<file path="src/rtl/seq_ctrl_if.sv">
// Handshake/bus bundle between the Y86-64 sequencer and its datapath/ram.
// The master modport is the sequencer; the slave modport is the datapath/ram side.
interface seq_ctrl_if #(
    parameter int unsigned ADDR_W = 64,
    parameter int unsigned CNT_W  = 32
) ();
    logic [3:0]        icode_i;
    logic              instr_valid_i;
    logic              imem_error_i;
    logic              dmem_error_i;
    logic              cnd_i;
    logic [ADDR_W-1:0] valP_i;
    logic [ADDR_W-1:0] valC_i;
    logic [ADDR_W-1:0] valM_i;
    logic              mem_ack_i;
    logic              step_hold_i;

    logic [ADDR_W-1:0] pc_o;
    logic [2:0]        state_o;
    logic              mem_req_o;
    logic              mem_we_o;
    logic              mem_instr_o;
    logic              ir_load_o;
    logic              cc_we_o;
    logic              reg_we_o;
    logic [2:0]        stat_o;
    logic              halted_o;
    logic [CNT_W-1:0]  cycle_cnt_o;
    logic [CNT_W-1:0]  instret_o;

    modport master (
        input  icode_i, instr_valid_i, imem_error_i, dmem_error_i, cnd_i,
        input  valP_i, valC_i, valM_i, mem_ack_i, step_hold_i,
        output pc_o, state_o, mem_req_o, mem_we_o, mem_instr_o, ir_load_o,
        output cc_we_o, reg_we_o, stat_o, halted_o, cycle_cnt_o, instret_o
    );

    modport slave (
        output icode_i, instr_valid_i, imem_error_i, dmem_error_i, cnd_i,
        output valP_i, valC_i, valM_i, mem_ack_i, step_hold_i,
        input  pc_o, state_o, mem_req_o, mem_we_o, mem_instr_o, ir_load_o,
        input  cc_we_o, reg_we_o, stat_o, halted_o, cycle_cnt_o, instret_o
    );
endinterface

</file>
<file path="src/rtl/seq_ctrl_unit.sv">
// Multi-cycle FETCH..UPDATE_PC sequencer for the Y86-64 core; owns the PC and Y86 status.
// Define PERF_CNT_EN to build the cycle and retired-instruction counters.
module seq_ctrl_unit #(
    parameter int unsigned       ADDR_W      = 64,
    parameter logic [ADDR_W-1:0] PC_RESET    = {ADDR_W{1'b0}},
    parameter int unsigned       MEM_TIMEOUT = 15,
    parameter int unsigned       CNT_W       = 32
) (
    input  logic       clk_i,
    input  logic       rst_i,
    seq_ctrl_if.master bus
);
    localparam logic [2:0] S_FETCH      = 3'd0;
    localparam logic [2:0] S_DECODE     = 3'd1;
    localparam logic [2:0] S_EXECUTE    = 3'd2;
    localparam logic [2:0] S_MEMORY     = 3'd3;
    localparam logic [2:0] S_WRITE_BACK = 3'd4;
    localparam logic [2:0] S_UPDATE_PC  = 3'd5;
    localparam logic [2:0] S_HALT       = 3'd6;

    localparam logic [2:0] STAT_AOK = 3'd1;
    localparam logic [2:0] STAT_HLT = 3'd2;
    localparam logic [2:0] STAT_ADR = 3'd3;
    localparam logic [2:0] STAT_INS = 3'd4;

    localparam int unsigned    TMO_W    = (MEM_TIMEOUT < 2) ? 1 : $clog2(MEM_TIMEOUT + 1);
    localparam logic [TMO_W-1:0] TMO_LAST = TMO_W'(MEM_TIMEOUT - 1);

    // Instructions that need the MEMORY stage: rmmovq, mrmovq, call, ret, pushq, popq.
    function automatic logic icode_uses_mem(input logic [3:0] ic);
        case (ic)
            4'h4, 4'h5, 4'h8, 4'h9, 4'hA, 4'hB: icode_uses_mem = 1'b1;
            default:                            icode_uses_mem = 1'b0;
        endcase
    endfunction

    function automatic logic icode_mem_write(input logic [3:0] ic);
        case (ic)
            4'h4, 4'h8, 4'hA: icode_mem_write = 1'b1;
            default:          icode_mem_write = 1'b0;
        endcase
    endfunction

    function automatic logic icode_alu_wb(input logic [3:0] ic);
        case (ic)
            4'h2, 4'h3, 4'h6: icode_alu_wb = 1'b1;
            default:          icode_alu_wb = 1'b0;
        endcase
    endfunction

    logic [2:0]        state_q, state_d;
    logic [ADDR_W-1:0] pc_q, pc_d;
    logic [2:0]        stat_q, stat_d;
    logic [TMO_W-1:0]  tmo_q, tmo_d;
    logic [ADDR_W-1:0] next_pc_s;
    logic              tmo_hit_s;

    // PC target chosen when leaving UPDATE_PC.
    always_comb begin
        next_pc_s = bus.valP_i;
        if ((bus.icode_i == 4'h8) || ((bus.icode_i == 4'h7) && bus.cnd_i)) begin
            next_pc_s = bus.valC_i;
        end else if (bus.icode_i == 4'h9) begin
            next_pc_s = bus.valM_i;
        end else begin
            next_pc_s = bus.valP_i;
        end
    end

    assign tmo_hit_s = (tmo_q == TMO_LAST);

    // Next-state, PC, status and timeout-counter logic.
    always_comb begin
        state_d = state_q;
        pc_d    = pc_q;
        stat_d  = stat_q;
        tmo_d   = {TMO_W{1'b0}};
        case (state_q)
            S_FETCH: begin
                if (bus.mem_ack_i) begin
                    if (bus.imem_error_i) begin
                        state_d = S_HALT;
                        stat_d  = STAT_ADR;
                    end else begin
                        state_d = S_DECODE;
                    end
                end else if (tmo_hit_s) begin
                    state_d = S_HALT;
                    stat_d  = STAT_ADR;
                end else begin
                    tmo_d = tmo_q + TMO_W'(1);
                end
            end
            S_DECODE: begin
                if (!bus.instr_valid_i) begin
                    state_d = S_HALT;
                    stat_d  = STAT_INS;
                end else if (bus.icode_i == 4'h0) begin
                    state_d = S_HALT;
                    stat_d  = STAT_HLT;
                end else begin
                    state_d = S_EXECUTE;
                end
            end
            S_EXECUTE: begin
                if (icode_uses_mem(bus.icode_i)) begin
                    state_d = S_MEMORY;
                end else if (icode_alu_wb(bus.icode_i)) begin
                    state_d = S_WRITE_BACK;
                end else begin
                    state_d = S_UPDATE_PC;
                end
            end
            S_MEMORY: begin
                if (bus.mem_ack_i) begin
                    if (bus.dmem_error_i) begin
                        state_d = S_HALT;
                        stat_d  = STAT_ADR;
                    end else if (bus.icode_i == 4'h4) begin
                        state_d = S_UPDATE_PC;
                    end else begin
                        state_d = S_WRITE_BACK;
                    end
                end else if (tmo_hit_s) begin
                    state_d = S_HALT;
                    stat_d  = STAT_ADR;
                end else begin
                    tmo_d = tmo_q + TMO_W'(1);
                end
            end
            S_WRITE_BACK: begin
                state_d = S_UPDATE_PC;
            end
            S_UPDATE_PC: begin
                if (bus.step_hold_i) begin
                    state_d = S_UPDATE_PC;
                end else begin
                    pc_d    = next_pc_s;
                    state_d = S_FETCH;
                end
            end
            S_HALT: begin
                state_d = S_HALT;
            end
            default: begin
                state_d = S_HALT;
                stat_d  = STAT_ADR;
            end
        endcase
    end

    // Sequencer state registers with synchronous reset.
    always_ff @(posedge clk_i) begin
        if (rst_i) begin
            state_q <= S_FETCH;
            pc_q    <= PC_RESET;
            stat_q  <= STAT_AOK;
            tmo_q   <= {TMO_W{1'b0}};
        end else begin
            state_q <= state_d;
            pc_q    <= pc_d;
            stat_q  <= stat_d;
            tmo_q   <= tmo_d;
        end
    end

    logic mem_req_s, mem_we_s, mem_instr_s, ir_load_s, cc_we_s, reg_we_s;

    // Request and pulse decode; ir_load follows the fetch ack in the same cycle.
    always_comb begin
        mem_req_s   = 1'b0;
        mem_we_s    = 1'b0;
        mem_instr_s = 1'b0;
        ir_load_s   = 1'b0;
        cc_we_s     = 1'b0;
        reg_we_s    = 1'b0;
        case (state_q)
            S_FETCH: begin
                mem_req_s   = 1'b1;
                mem_instr_s = 1'b1;
                ir_load_s   = bus.mem_ack_i & ~bus.imem_error_i;
            end
            S_EXECUTE: begin
                cc_we_s = (bus.icode_i == 4'h6);
            end
            S_MEMORY: begin
                mem_req_s = 1'b1;
                mem_we_s  = icode_mem_write(bus.icode_i);
            end
            S_WRITE_BACK: begin
                reg_we_s = 1'b1;
            end
            default: begin
                mem_req_s = 1'b0;
            end
        endcase
    end

    assign bus.pc_o        = pc_q;
    assign bus.state_o     = state_q;
    assign bus.stat_o      = stat_q;
    assign bus.halted_o    = (state_q == S_HALT);
    assign bus.mem_req_o   = mem_req_s;
    assign bus.mem_we_o    = mem_we_s;
    assign bus.mem_instr_o = mem_instr_s;
    assign bus.ir_load_o   = ir_load_s;
    assign bus.cc_we_o     = cc_we_s;
    assign bus.reg_we_o    = reg_we_s;

`ifdef PERF_CNT_EN
    logic [CNT_W-1:0] cyc_cnt_q, cyc_cnt_d;
    logic [CNT_W-1:0] instret_q, instret_d;

    // Counter increments; both wrap naturally at 2^CNT_W.
    always_comb begin
        if (state_q != S_HALT) begin
            cyc_cnt_d = cyc_cnt_q + CNT_W'(1);
        end else begin
            cyc_cnt_d = cyc_cnt_q;
        end
        if ((state_q == S_UPDATE_PC) && (state_d == S_FETCH)) begin
            instret_d = instret_q + CNT_W'(1);
        end else begin
            instret_d = instret_q;
        end
    end

    // Performance counter registers.
    always_ff @(posedge clk_i) begin
        if (rst_i) begin
            cyc_cnt_q <= {CNT_W{1'b0}};
            instret_q <= {CNT_W{1'b0}};
        end else begin
            cyc_cnt_q <= cyc_cnt_d;
            instret_q <= instret_d;
        end
    end

    assign bus.cycle_cnt_o = cyc_cnt_q;
    assign bus.instret_o   = instret_q;
`else
    assign bus.cycle_cnt_o = {CNT_W{1'b0}};
    assign bus.instret_o   = {CNT_W{1'b0}};
`endif

endmodule

</file>
<file path="src/flat_wrapper.sv">
// flat-port wrapper written by rule: the top's interface ports become plain ports
module seq_ctrl_unit_flat 
#(
    parameter int unsigned       ADDR_W      = 64,
    parameter logic [ADDR_W-1:0] PC_RESET    = {ADDR_W{1'b0}},
    parameter int unsigned       MEM_TIMEOUT = 15,
    parameter int unsigned       CNT_W       = 32
)
  (clk_i, rst_i, bus_icode_i, bus_instr_valid_i, bus_imem_error_i, bus_dmem_error_i, bus_cnd_i, bus_valP_i, bus_valC_i, bus_valM_i, bus_mem_ack_i, bus_step_hold_i, bus_pc_o, bus_state_o, bus_mem_req_o, bus_mem_we_o, bus_mem_instr_o, bus_ir_load_o, bus_cc_we_o, bus_reg_we_o, bus_stat_o, bus_halted_o, bus_cycle_cnt_o, bus_instret_o);
  seq_ctrl_if #(.ADDR_W(ADDR_W), .CNT_W(CNT_W)) bus_i ();
  input  logic clk_i;
  input  logic rst_i;
  input wire logic [$bits(bus_i.icode_i)-1:0] bus_icode_i;
  input wire logic [$bits(bus_i.instr_valid_i)-1:0] bus_instr_valid_i;
  input wire logic [$bits(bus_i.imem_error_i)-1:0] bus_imem_error_i;
  input wire logic [$bits(bus_i.dmem_error_i)-1:0] bus_dmem_error_i;
  input wire logic [$bits(bus_i.cnd_i)-1:0] bus_cnd_i;
  input wire logic [$bits(bus_i.valP_i)-1:0] bus_valP_i;
  input wire logic [$bits(bus_i.valC_i)-1:0] bus_valC_i;
  input wire logic [$bits(bus_i.valM_i)-1:0] bus_valM_i;
  input wire logic [$bits(bus_i.mem_ack_i)-1:0] bus_mem_ack_i;
  input wire logic [$bits(bus_i.step_hold_i)-1:0] bus_step_hold_i;
  output wire logic [$bits(bus_i.pc_o)-1:0] bus_pc_o;
  output wire logic [$bits(bus_i.state_o)-1:0] bus_state_o;
  output wire logic [$bits(bus_i.mem_req_o)-1:0] bus_mem_req_o;
  output wire logic [$bits(bus_i.mem_we_o)-1:0] bus_mem_we_o;
  output wire logic [$bits(bus_i.mem_instr_o)-1:0] bus_mem_instr_o;
  output wire logic [$bits(bus_i.ir_load_o)-1:0] bus_ir_load_o;
  output wire logic [$bits(bus_i.cc_we_o)-1:0] bus_cc_we_o;
  output wire logic [$bits(bus_i.reg_we_o)-1:0] bus_reg_we_o;
  output wire logic [$bits(bus_i.stat_o)-1:0] bus_stat_o;
  output wire logic [$bits(bus_i.halted_o)-1:0] bus_halted_o;
  output wire logic [$bits(bus_i.cycle_cnt_o)-1:0] bus_cycle_cnt_o;
  output wire logic [$bits(bus_i.instret_o)-1:0] bus_instret_o;
  assign bus_i.icode_i = bus_icode_i;
  assign bus_i.instr_valid_i = bus_instr_valid_i;
  assign bus_i.imem_error_i = bus_imem_error_i;
  assign bus_i.dmem_error_i = bus_dmem_error_i;
  assign bus_i.cnd_i = bus_cnd_i;
  assign bus_i.valP_i = bus_valP_i;
  assign bus_i.valC_i = bus_valC_i;
  assign bus_i.valM_i = bus_valM_i;
  assign bus_i.mem_ack_i = bus_mem_ack_i;
  assign bus_i.step_hold_i = bus_step_hold_i;
  assign bus_pc_o = bus_i.pc_o;
  assign bus_state_o = bus_i.state_o;
  assign bus_mem_req_o = bus_i.mem_req_o;
  assign bus_mem_we_o = bus_i.mem_we_o;
  assign bus_mem_instr_o = bus_i.mem_instr_o;
  assign bus_ir_load_o = bus_i.ir_load_o;
  assign bus_cc_we_o = bus_i.cc_we_o;
  assign bus_reg_we_o = bus_i.reg_we_o;
  assign bus_stat_o = bus_i.stat_o;
  assign bus_halted_o = bus_i.halted_o;
  assign bus_cycle_cnt_o = bus_i.cycle_cnt_o;
  assign bus_instret_o = bus_i.instret_o;
  seq_ctrl_unit #(.ADDR_W(ADDR_W), .PC_RESET(PC_RESET), .MEM_TIMEOUT(MEM_TIMEOUT), .CNT_W(CNT_W)) u_core (.clk_i(clk_i), .rst_i(rst_i), .bus(bus_i));
endmodule
</file>
<file path="config.mk">
export PLATFORM = sky130hd
export DESIGN_NAME = seq_ctrl_unit_flat
export DESIGN_NICKNAME = d
export VERILOG_FILES = /design/src/rtl/seq_ctrl_if.sv /design/src/rtl/seq_ctrl_unit.sv /design/src/flat_wrapper.sv
export SDC_FILE = /design/constraint.sdc
export NUM_CORES = 1
export LEC_CHECK = 0
export CORE_MARGIN = 10
export CORE_UTILIZATION = 30
export CTS_CLUSTER_DIAMETER = 100
export DETAILED_ROUTE_END_ITERATION = 8
export PLACE_DENSITY = 0.79
export SYNTH_ARGS = -nofsm -noshare
export SYNTH_HDL_FRONTEND = slang
export SYNTH_SLANG_ARGS = --single-unit
export TNS_END_PERCENT = 100
</file>
<file path="constraint.sdc">
create_clock -name clk_i -period 1.6 [get_ports clk_i]
set_input_delay 0.32 -clock clk_i [delete_from_list [all_inputs] [get_ports clk_i]]
set_output_delay 0.32 -clock clk_i [all_outputs]
set_load 0.02 [all_outputs]
</file>
==> summary.txt <==
Power
  • Worst vdd ir: 0.000551 V
  • Leak Pwr: roughly 0.0038 uW
  • Pwr/cell area: ~770 mW/mm2

Floorplan
  • IO Pins: 345
  • DIE WIDTH: 139 um
  • Initial core utilization: 0.307
  • Die footprint: 0.0194 mm2
  • Height of the die: 139 um
  • Core region area: 0.0139 mm2
  • Num rows: between 40 and 50

Yosys
  • Asr flop ratio synth: 0
  • Yosys top cell area share: 0.347
  • Area contributors post-synth: dfxtp_1, a221o_1, nand2_1
  • Top_reg_cell synth: dfxtp_1
  • Netlist Area Pre-Place: ~0.0043 mm2
  • Synthesized area per cell: about 8.3 um2
  • Post-synth EDFFs: 0
  • Synth Register Bits: 74
  • Distinct cells, synth: 44
  • Register area share after synthesis: 0.347
  • Area leader, netlist: dfxtp_1
  • Syn Inst Count: 516
  • Yosys Warn Count: 0

Detailed routing
  • WL per Instance: 20.4 um
  • Final wirelength: 21,200 um
  • Vias per cell: 4.86
  • Drt first-iter violations: 273
  • 1st-pass router iterations: 4
  • Post-DRT Antenna Nets: 0
  • DR vias: slightly above 5k
  • DRC: 0

Setup path
  • Critical path's slowest cell: and4bb_4
  • Max incr delay on CP: between 300 and 400 ps
  • Largest delay share family, worst path: buffers and inverters
  • Crit path buf inv count: 5
  • WP data required: 1820 ps
  • CP endpoint kind: flip-flop
  • Largest fanout on the critical path: 6
  • Critical path class: flip-flop to flip-flop
  • CP Cell Sequence: buf_6, and4bb_4, buf_6, buf_12, nor2_4, buf_12, buf_12, a221o_1
  • Worst path most repeated cell: buf_12
  • Critical path startpoint category: flip-flop
  • Critical path arrival: between 2000 and 2500 ps

Clocking
  • Clock Path Buffers: 2
  • Root Driver: clkbuf_16
  • Clock slew at reported path FFs: 60 ps
  • H-Tree Depth: 3
  • Worst skew pair latency: roughly 340 ps
  • Clock sink count: 74
  • CTS Buf Count: 9
  • CTS tree: yes

Final layout
  • Area occupied by multi-input gates: about 0.0024 mm2
  • Layout cells sized above 1: 0.178
  • Fillers: around 1.2k
  • Diodes inserted: 0
  • Design Area, Final: 0.00831 mm2
  • Area Overhead vs Synth: 94.8%
  • Register area: between 0.001 and 0.0015 mm2
  • Layout Cells excl Fill: 1,043
  • Final Net Count: around 1.1k

Status
  • Failing checks: setup timing
  • Outcome: finished with violations

Placed design
  • Placement-stage cell area: a little over 0.007 mm2
  • Detailed placer's ending HPWL: approximately 14,000 um
  • Routability cong.: 0.810
  • Placed cells: about 980
  • PortBufs: 280

Global routing
  • Met1 global-route usage: 0.234
  • Vias in the first global route: 5,276
  • First-pass GRT wire length: 30,700 um
  • Global route overflow: 0
  • Met2 usage: 0.332
  • Initial antenna violation count: 0
  • Global-route usage over all layers: 0.199
  • Largest net degree at the start of global routing: 33
  • GR Util met3: 0.0575
  • Gr busiest metal: met2

STA
  • Final Skew: 6.19 ps
  • Final Slew Violations: 0
  • Fmax: 0.556 GHz
  • Post-route worst setup slack: -198 ps
  • Final Cycle Share: 1.12
  • RSZ-0062 raised after global routing: true
  • Final hold vios: 0
  • Min Tclk post-route: 1800 ps
  • Count of final setup violators: 70

Job
  • Max Cap Viol: 0

Min path
  • Hold WC Path Type: flip-flop to flip-flop
cells by family after synthesis:
kind of cell / after synthesis / share of synthesized area
XOR/XNOR: 3 / 0.00616
AND/OR/NAND/NOR: 175 / 0.176
other: 1 / 0.000879
flip-flops: 74 / 0.347
adder cells (fa/ha/maj): 2 / 0.00587
AO/OA/AOI/OAI: 154 / 0.271
buffers and inverters: 107 / 0.192
state kept, by name, summed over array words and instances (netlist names):
register / count
u_core.bus.stat_o: 3
u_core.bus.state_o: 3
u_core.bus.pc_o: 64
u_core.tmo_q: 4
per-stage QoR:
stage | utilization | total power [uW] | hold slack, ps | worst slack (ps) | TNS (ps)
after floorplan | - | 2890 | 430 | -59.7 | -3580
after global placement | 0.523 | 3830 | 467 | -836 | -47690
after detailed placement | 0.523 | 3850 | 473 | -853 | -48930
after CTS | 0.586 | 6180 | 484 | -206 | -8990
after global routing | 0.599 | 6670 | 496 | -242 | -9720
final | 0.599 | 6410 | 480 | -198 | -7560
power by group:
| group | switching [uW] | total (uW) | internal, uW | leakage [uW] |
|---|---|---|---|---|
| clock | 804 | 2110 | 1300 | 0.000146 |
| combinational | 1020 | 2300 | 1280 | 0.00305 |
| sequential | 62.9 | 2000 | 1940 | 0.000599 |
| total | 1890 | 6410 | 4530 | 0.00380 |
cell usage after synthesis, types with 3 or more instances:
library cell	number
nand2_1	135
dfxtp_1	74
a21oi_1	68
a221o_1	65
buf_4	64
clkbuf_1	17
nor2_1	15
buf_2	8
buf_12	7
buf_6	7
o21ai_0	6
inv_1	4
nand2b_1	4
nand3_1	4
a211oi_1	3
a31oi_1	3
area by class of cell:
type / count / area share
Timing Repair Buffer: 371 / 0.466
Multi-Input combinational cell: 398 / 0.289
Clock buffer: 13 / 0.0313
Sequential cell: 74 / 0.179
Inverter: 4 / 0.00181
Tap cell: 180 / 0.0271
Clock inverter: 3 / 0.00557
repair_timing:
action,4_1_cts,5_1_grt
gates resized for setup,157,45
setup endpoints to repair,146,75
pin swaps,26,15
buffers inserted,23,12
hold buffers,0,0
cloned,13,3
path summary, 6_finish.rpt:
| path | startpoint | end | slack, ps | cells past startpoint |
|---|---|---|---|---|
| worst max-delay path | u_core.bus.state_o[1] | u_core.bus.pc_o[37] | -200 | 8 |
| worst min-delay path | u_core.bus.pc_o[58] | u_core.bus.pc_o[58] | 480 | 1 |
| worst max register to register | u_core.bus.state_o[1] | u_core.bus.pc_o[37] | -200 | 8 |
| worst min register to register | u_core.bus.pc_o[58] | u_core.bus.pc_o[58] | 480 | 1 |
routing by layer:
layer,routed length (um),up-vias
met5,0,-
met4,557,0
met3,1790,37
met2,10300,284
met1,8640,2329
li1,-,2418
placed cells by master (no fill, tap or decap), types with 2 or more instances in the layout:
cell / instances
inv_1: 4
clkbuf_8: 2
nand2_2: 2
buf_12: 16
nand2b_1: 2
a211oi_1: 3
buf_4: 49
buf_16: 8
nor2_4: 3
dfxtp_2: 3
buf_6: 22
clkbuf_1: 2
nand2_1: 133
clkbuf_16: 12
a221o_1: 65
nor2_1: 11
o21ai_0: 5
nand3_1: 3
nand2b_4: 2
dlygate4sd2_1: 69
a21oi_1: 59
conb_1: 64
a21oi_2: 9
a31oi_1: 2
clkdlybuf4s50_1: 198
dfxtp_1: 70
buf_2: 3
Power figures use the tool's default switching activity.
